$ cat src/rtl/rotate_left_seq.sv
// ---------------------------------------------------------------------------
// rotate_left_seq
//
// Sequential left rotator. An operand is captured on an accepted start and
// rotated left by one bit position per clock until the requested amount has
// been applied. A one-cycle done_tick then flags the result, and the block
// returns to idle.
//
// Parameters
//   N          operand width in bits
//   W          rotate-amount width, with 2**W == N
//
// Ports
//   clk        system clock, all state changes on the rising edge
//   reset      asynchronous, active-high reset
//   start      request pulse, only looked at while ready is high
//   a          operand, captured on an accepted start
//   amt        left-rotate amount, captured on an accepted start
//   ready      high only while idle, which is when a start is accepted
//   done_tick  one-cycle pulse, r_out holds the finished result
//   r_out      rotate-left result, taken straight from the data register
// ---------------------------------------------------------------------------
module rotate_left_seq #(
  parameter int N = 8,
  parameter int W = 3
) (
  input  logic         clk,
  input  logic         reset,
  input  logic         start,
  input  logic [N-1:0] a,
  input  logic [W-1:0] amt,
  output logic         ready,
  output logic         done_tick,
  output logic [N-1:0] r_out
);

  typedef enum logic [1:0] {
    IDLE = 2'd0,
    ROT  = 2'd1,
    DONE = 2'd2
  } state_t;

  state_t       state;
  logic [N-1:0] data;
  logic [W-1:0] count;

  // Control and datapath share one register block. ready and done_tick are
  // registered alongside the state so they change on the same edge as the
  // state they describe. The counter leaves ROT when it reads 1, so it never
  // decrements past zero. An amount of zero skips ROT entirely and goes
  // straight to DONE. start is ignored outside IDLE, so nothing is queued
  // and the operands already captured cannot be disturbed.
  always_ff @(posedge clk or posedge reset) begin
    if (reset) begin
      state     <= IDLE;
      data      <= '0;
      count     <= '0;
      ready     <= 1'b1;
      done_tick <= 1'b0;
    end else begin
      case (state)
        IDLE: begin
          if (start) begin
            data  <= a;
            count <= amt;
            ready <= 1'b0;
            if (amt != '0) begin
              state     <= ROT;
              done_tick <= 1'b0;
            end else begin
              state     <= DONE;
              done_tick <= 1'b1;
            end
          end
        end
        ROT: begin
          data  <= {data[N-2:0], data[N-1]};
          count <= count - W'(1);
          if (count == W'(1)) begin
            state     <= DONE;
            done_tick <= 1'b1;
          end
        end
        DONE: begin
          state     <= IDLE;
          ready     <= 1'b1;
          done_tick <= 1'b0;
        end
        default: begin
          state     <= IDLE;
          ready     <= 1'b1;
          done_tick <= 1'b0;
        end
      endcase
    end
  end

  // The result is the data register itself. It therefore holds the finished
  // value through DONE and IDLE until the next accepted start reloads it.
  assign r_out = data;

endmodule

$ cat config.mk
export PLATFORM = sky130hd
export DESIGN_NAME = rotate_left_seq
export DESIGN_NICKNAME = d
export VERILOG_FILES = /design/src/rtl/rotate_left_seq.sv
export SDC_FILE = /design/constraint.sdc
export NUM_CORES = 1
export LEC_CHECK = 0
export ABC_AREA = 1
export BUFFER_PORTS_ARGS = -buffer_cell sky130_fd_sc_hd__buf_4
export CORE_MARGIN = 2
export CORE_UTILIZATION = 53
export CTS_CLUSTER_DIAMETER = 80
export DETAILED_ROUTE_END_ITERATION = 7
export PLACE_DENSITY = 0.86
export SLEW_MARGIN = 15
export SYNTH_ARGS = -nofsm -noshare
export SYNTH_HDL_FRONTEND = slang
export SYNTH_SLANG_ARGS = --single-unit
$ cat constraint.sdc
create_clock -name clk -period 2 [get_ports clk]
set_clock_uncertainty 0.2 [all_clocks]
set_input_delay 0.4 -clock clk [delete_from_list [all_inputs] [get_ports clk]]
set_output_delay 0.4 -clock clk [all_outputs]
set_load 0.005 [all_outputs]
Yosys cells after proc, flatten, opt, wreduce, memory -nomap -nowiden
Index checks and enable logic that the tools add are counted.
{"block": "word_totals", "wordCells": 31, "input_bits": 14, "register_bits": 15}
{"block": "op_classes", "add_sub_neg": 1, "mux": 14, "n_eq_ne": 4, "n_reduce_logical": 6, "n_bitwise": 1}
{"operator": "one-hot mux 8 bit (2 select lines)", "count": 1}
{"operator": "two-way mux 8 bit", "count": 1}
{"operator": "two-way mux 2 bit", "count": 3}
{"operator": "one-hot mux 3 bit (2 select lines)", "count": 1}
{"operator": "AND reduction 2 bit", "count": 3}
{"operator": "two-way mux 1 bit", "count": 4}
{"operator": "!= test 2 bit, second input constant", "count": 2}
{"operator": "one-hot mux 1 bit (2 select lines)", "count": 2}
{"operator": "one-hot mux 2 bit (2 select lines)", "count": 1}
{"operator": "== test 3 x 1 -> 1 bit, second input constant", "count": 1}
{"operator": "two-way mux 3 bit", "count": 1}
{"operator": "nonzero test 3 bit", "count": 1}
{"operator": "subtractor 3 x 1 -> 3 bit, second input constant", "count": 1}
{"operator": "== test 2 x 1 -> 1 bit, second input constant", "count": 1}
{"operator": "logical NOT 2 bit", "count": 1}
{"operator": "nonzero test 2 bit", "count": 1}
{"operator": "inverter 1 bit", "count": 1}

Logic depth before layout (Yosys ltp)
{"block": "depth", "word_depth": 4, "mapped_depth": 7, "ltp_nobuf": 7}

Worst setup path before layout
Ideal clock, no wire load.
{"block": "synth_timing", "path_type": "flip-flop to flip-flop", "startpoint": "register count[0]", "endpoint": "register count[1]", "required_time_ns": 1.732, "stages_incl_launch_ff": 5, "period_less_slack_ns": 1.282, "arrival_time_ns": 1.014, "setup_slack_ns": 0.718, "setup_ns": 0.068, "path_buffers": 0, "path_cell_list": "dfrtp_1 inv_1 ha_1 or2_2 nand3_1"}
{"block": "synth_via", "elab_chain_len": 2}
{"item": "start, declared", "line": "45", "source": "logic [W-1:0] count;"}
{"item": "start signal, assigned", "line": "65", "source": "count <= amt;"}
{"item": "start signal, assigned", "line": "78", "source": "count <= count - W'(1);"}
{"item": "subtractor 3 x 1 -> 3 bit", "line": "78"}
{"item": "one-hot mux 3 bit (2 select lines)", "line": "61", "source": "case (state)"}
No other way between the ends.
A chain may end at the register's enable or synchronous reset.

Final worst setup path
{"block": "layout_timing", "startpoint": "register ready", "endpoint": "output ready"}
{"item": "start, declared", "line": "32", "source": "output logic ready,"}
{"item": "start signal, assigned", "line": "58", "source": "ready <= 1'b1;"}
{"item": "start signal, assigned", "line": "66", "source": "ready <= 1'b0;"}
{"item": "start signal, assigned", "line": "86", "source": "ready <= 1'b1;"}
No word-level cell between the ends.

==> flow_summary_export.csv <==
group,metric,value,unit
timing,hold_viol,0,
layout,antennaDiodeCount,0,
global_route,track_usage,19.53,%
yosys,yosysSeqAreaShare,42.71,%
setup_path,reg2reg_depth,4,
clock_tree,clock_latency,280,ps
timing,grt_setup_unrepaired,"false",
route,wirelength_met1,737,µm
global_route,grt_pass1_wl,2.691,mm
timing,post-route-min-period,1509,ps
layout,final_cell_mix,"nand2_1, inv_1, buf_4",
floorplanning,rows,14,
flow_run,max_cap_viol_count,0,
setup_path,crit_chain,"buf_4",
hold_path,min_from,"amt[1]",
placed_design,dp_hpwl,1.231,mm
route,postRouteAntennaNets,0,
setup_path,slowest_delay,530,ps
clock_tree,cts.reportedPaths.clkPinSlew,90,ps
timing,worstMarginPinSlew,541.4,ps
timing,fin_crit_sh,75.44,%
route,viasPerCell,4.841,
layout,seq_area,351.6,µm²
setup_path,critPathMaxFanout,2,
global_route,grt_pass1_vias,644,
power,power_frac_clock,11.4,%
hold_path,min_path_type,"primary input to flop",
power,p_sw_share,43.27,%
timing,slew_headroom,63.86,%
power,internal-power,0.8541,mW
yosys,yosys_warnings,0,
timing,fmax,662.7,MHz
layout,multiInputGateArea,341.6,µm²
route,wl_met3,107,µm
setup_path,reg2reg_from,"done_tick$_DFFE_PP0P_",
status,status,"finished, final reports clean",
route,routed_wl,1.645,mm
clock_tree,postCtsSetupBuffers,0,
floorplanning,die-area,1884,µm²
hold_path,hold_depth,3,
route,route.met2.wl,768,µm
hold_path,min_to,"count[1]$_DFFE_PP0P_",
power,switching_power,0.6516,mW
setup_path,crit_required,1400,ps
timing,finalSetupTns,0,ps
setup_path,r2r_end,"done_tick$_DFFE_PP0P_",
placed_design,gp_congestion,0.7737,
layout,final_nets,158,
timing,setup_violations,0,
power,leakage,0.6260,nW
route,num_vias,760,
global_route,overflow,0,
route,wl_per_cell,10.48,µm
setup_path,slowest_stage,"dfstp_2",
power,peakVddDrop,727.6,µV
timing,slew_violations,0,
clock_tree,numCtsBuffers,3,
global_route,antenna_found_initial,0,
setup_path,start_kind,"flop",
clock_tree,cts_resized,0,
route,routed.top_layer,"met4",
clock_tree,clockBufferDepth,2,
layout,area_growth,24.16,%
setup_path,crit_buf_inv,1,
clock_tree,cts_tree,"done",
route,dr.first_iter.drc_count,11,
yosys,synth_nets,132,
layout,final_area,1022,µm²
placed_design,dpl_cell_area,985.9,µm²
layout,drive_gt1_share,25.53,%
setup_path,critical_path_class,"flop to output port",
power,powerDensity,1473,nW/µm²
global_route,grt_max_degree,15,
clock_tree,root_buffer,"clkbuf_4",
setup_path,r2r_slack,570,ps
floorplanning,core,1489,µm²
route,drcViolationCount,0,
yosys,synth_area_per_cell,7.097,µm²
clock_tree,clkSinkCount,14,
route,dr.pass1.iters,4,
floorplanning,dieHeight,43.41,µm
setup_path,arrival,910,ps
layout,post-route-util,68.66,%
power,p_comb_share,52.1,%
layout,fillers,136,
yosys,synth-seq-cells,14,
setup_path,crit_path_end_kind,"output port",
yosys,synthCells,116,
clock_tree,ctsHtreeMaxLevel,1,
yosys,ys_types,17,
floorplanning,die_x,43.41,µm
power,sequentialPowerShare,36.6,%
placed_design,port_buffers,23,
yosys,syn_area,823.3,µm²
layout,final_common_cell,"nand2_1",
setup_path,critPathTopFamily,"flip-flops",
floorplanning,initial_utilization,55.29,%
floorplanning,ios,24,
==> timing repair <==
| item | 4_1_cts | 5_1_grt |
|---|---|---|
| hold endpoints to repair | 13 | 0 |
| endpoints found under the setup margin | 0 | 0 |
| hold buffers | 1 | 0 |
==> synthesized netlist by cell type, drive strengths merged <==
library cell | instances | area share [%]
dfrtp | 13 | 40
o21ai | 1 | 0.61
nor2 | 4 | 2.1
ha | 2 | 3.0
nand2 | 51 | 26
or2 | 1 | 0.76
inv | 26 | 12
dfstp | 1 | 3.2
buf | 3 | 3.6
a21oi | 2 | 1.7
nand3 | 12 | 7.3
==> power groups by stage <==
stage	logic (mW)	clock network, mW	registers [mW]
6_report	0.784	0.171	0.551
5_1_grt	0.896	0.189	0.565
4_1_cts	0.795	0.174	0.551
3_5_place_dp	0.793	0	0.552
3_3_place_gp	0.762	0	0.549
2_1_floorplan	0.559	0	0.546
==> through the flow <==
step,std cells,hold WS [ps],setup slack (ps),power (mW)
floorplan,116,88.50,717.6,1.106
global placement,152,278.3,664.1,1.311
detailed placement,152,278.3,602.4,1.345
CTS,157,158.1,482.9,1.521
global route,157,187.1,455.7,1.650
finish,157,157.3,491.1,1.506
==> final cells by class <==
cell class | instances | area share [%]
Clock buffer | 4 | 2.570
Inverter | 26 | 9.792
Multi-Input combinational cell | 73 | 33.41
Sequential cell | 14 | 34.39
Tap cell | 16 | 1.958
Timing Repair Buffer | 24 | 17.87
==> routing by layer <==
| layer | track usage [%] | vias to the layer above |
|---|---|---|
| met5 | 0 | - |
| met4 | 10.30 | 0 |
| met3 | 4.167 | 4 |
| met2 | 30.45 | 28 |
| met1 | 25.61 | 340 |
| li1 | - | 388 |
==> cell families after synthesis <==
kind of cell,count (synthesis),share of synthesized area (%)
adder cells (fa/ha/maj),2,3.039
buffers and inverters,29,15.80
AO/OA/AOI/OAI,3,2.279
AND/OR/NAND/NOR,68,36.17
flip-flops,14,42.71
==> flip-flops by register name, summed over array words and instances (netlist names) <==
signal / flops
state: 1
r_out: 8
ready: 1
count: 3
done_tick: 1
==> worst max-delay path by stage <==
stage | cells after the start | slack (ps) | end | from
2_1_floorplan | 4 | 720 | count[1]$_DFFE_PP0P_ | count[0]$_DFFE_PP0P_
3_3_place_gp | 5 | 660 | done_tick$_DFFE_PP0P_ | state[0]$_DFFE_PP0P_
3_5_place_dp | 5 | 600 | done_tick$_DFFE_PP0P_ | state[0]$_DFFE_PP0P_
4_1_cts | 1 | 480 | ready | ready$_DFFE_PP1P_
5_1_grt | 1 | 460 | ready | ready$_DFFE_PP1P_
6_report | 1 | 490 | ready | ready$_DFFE_PP1P_
Power figures use the tool's default switching activity.
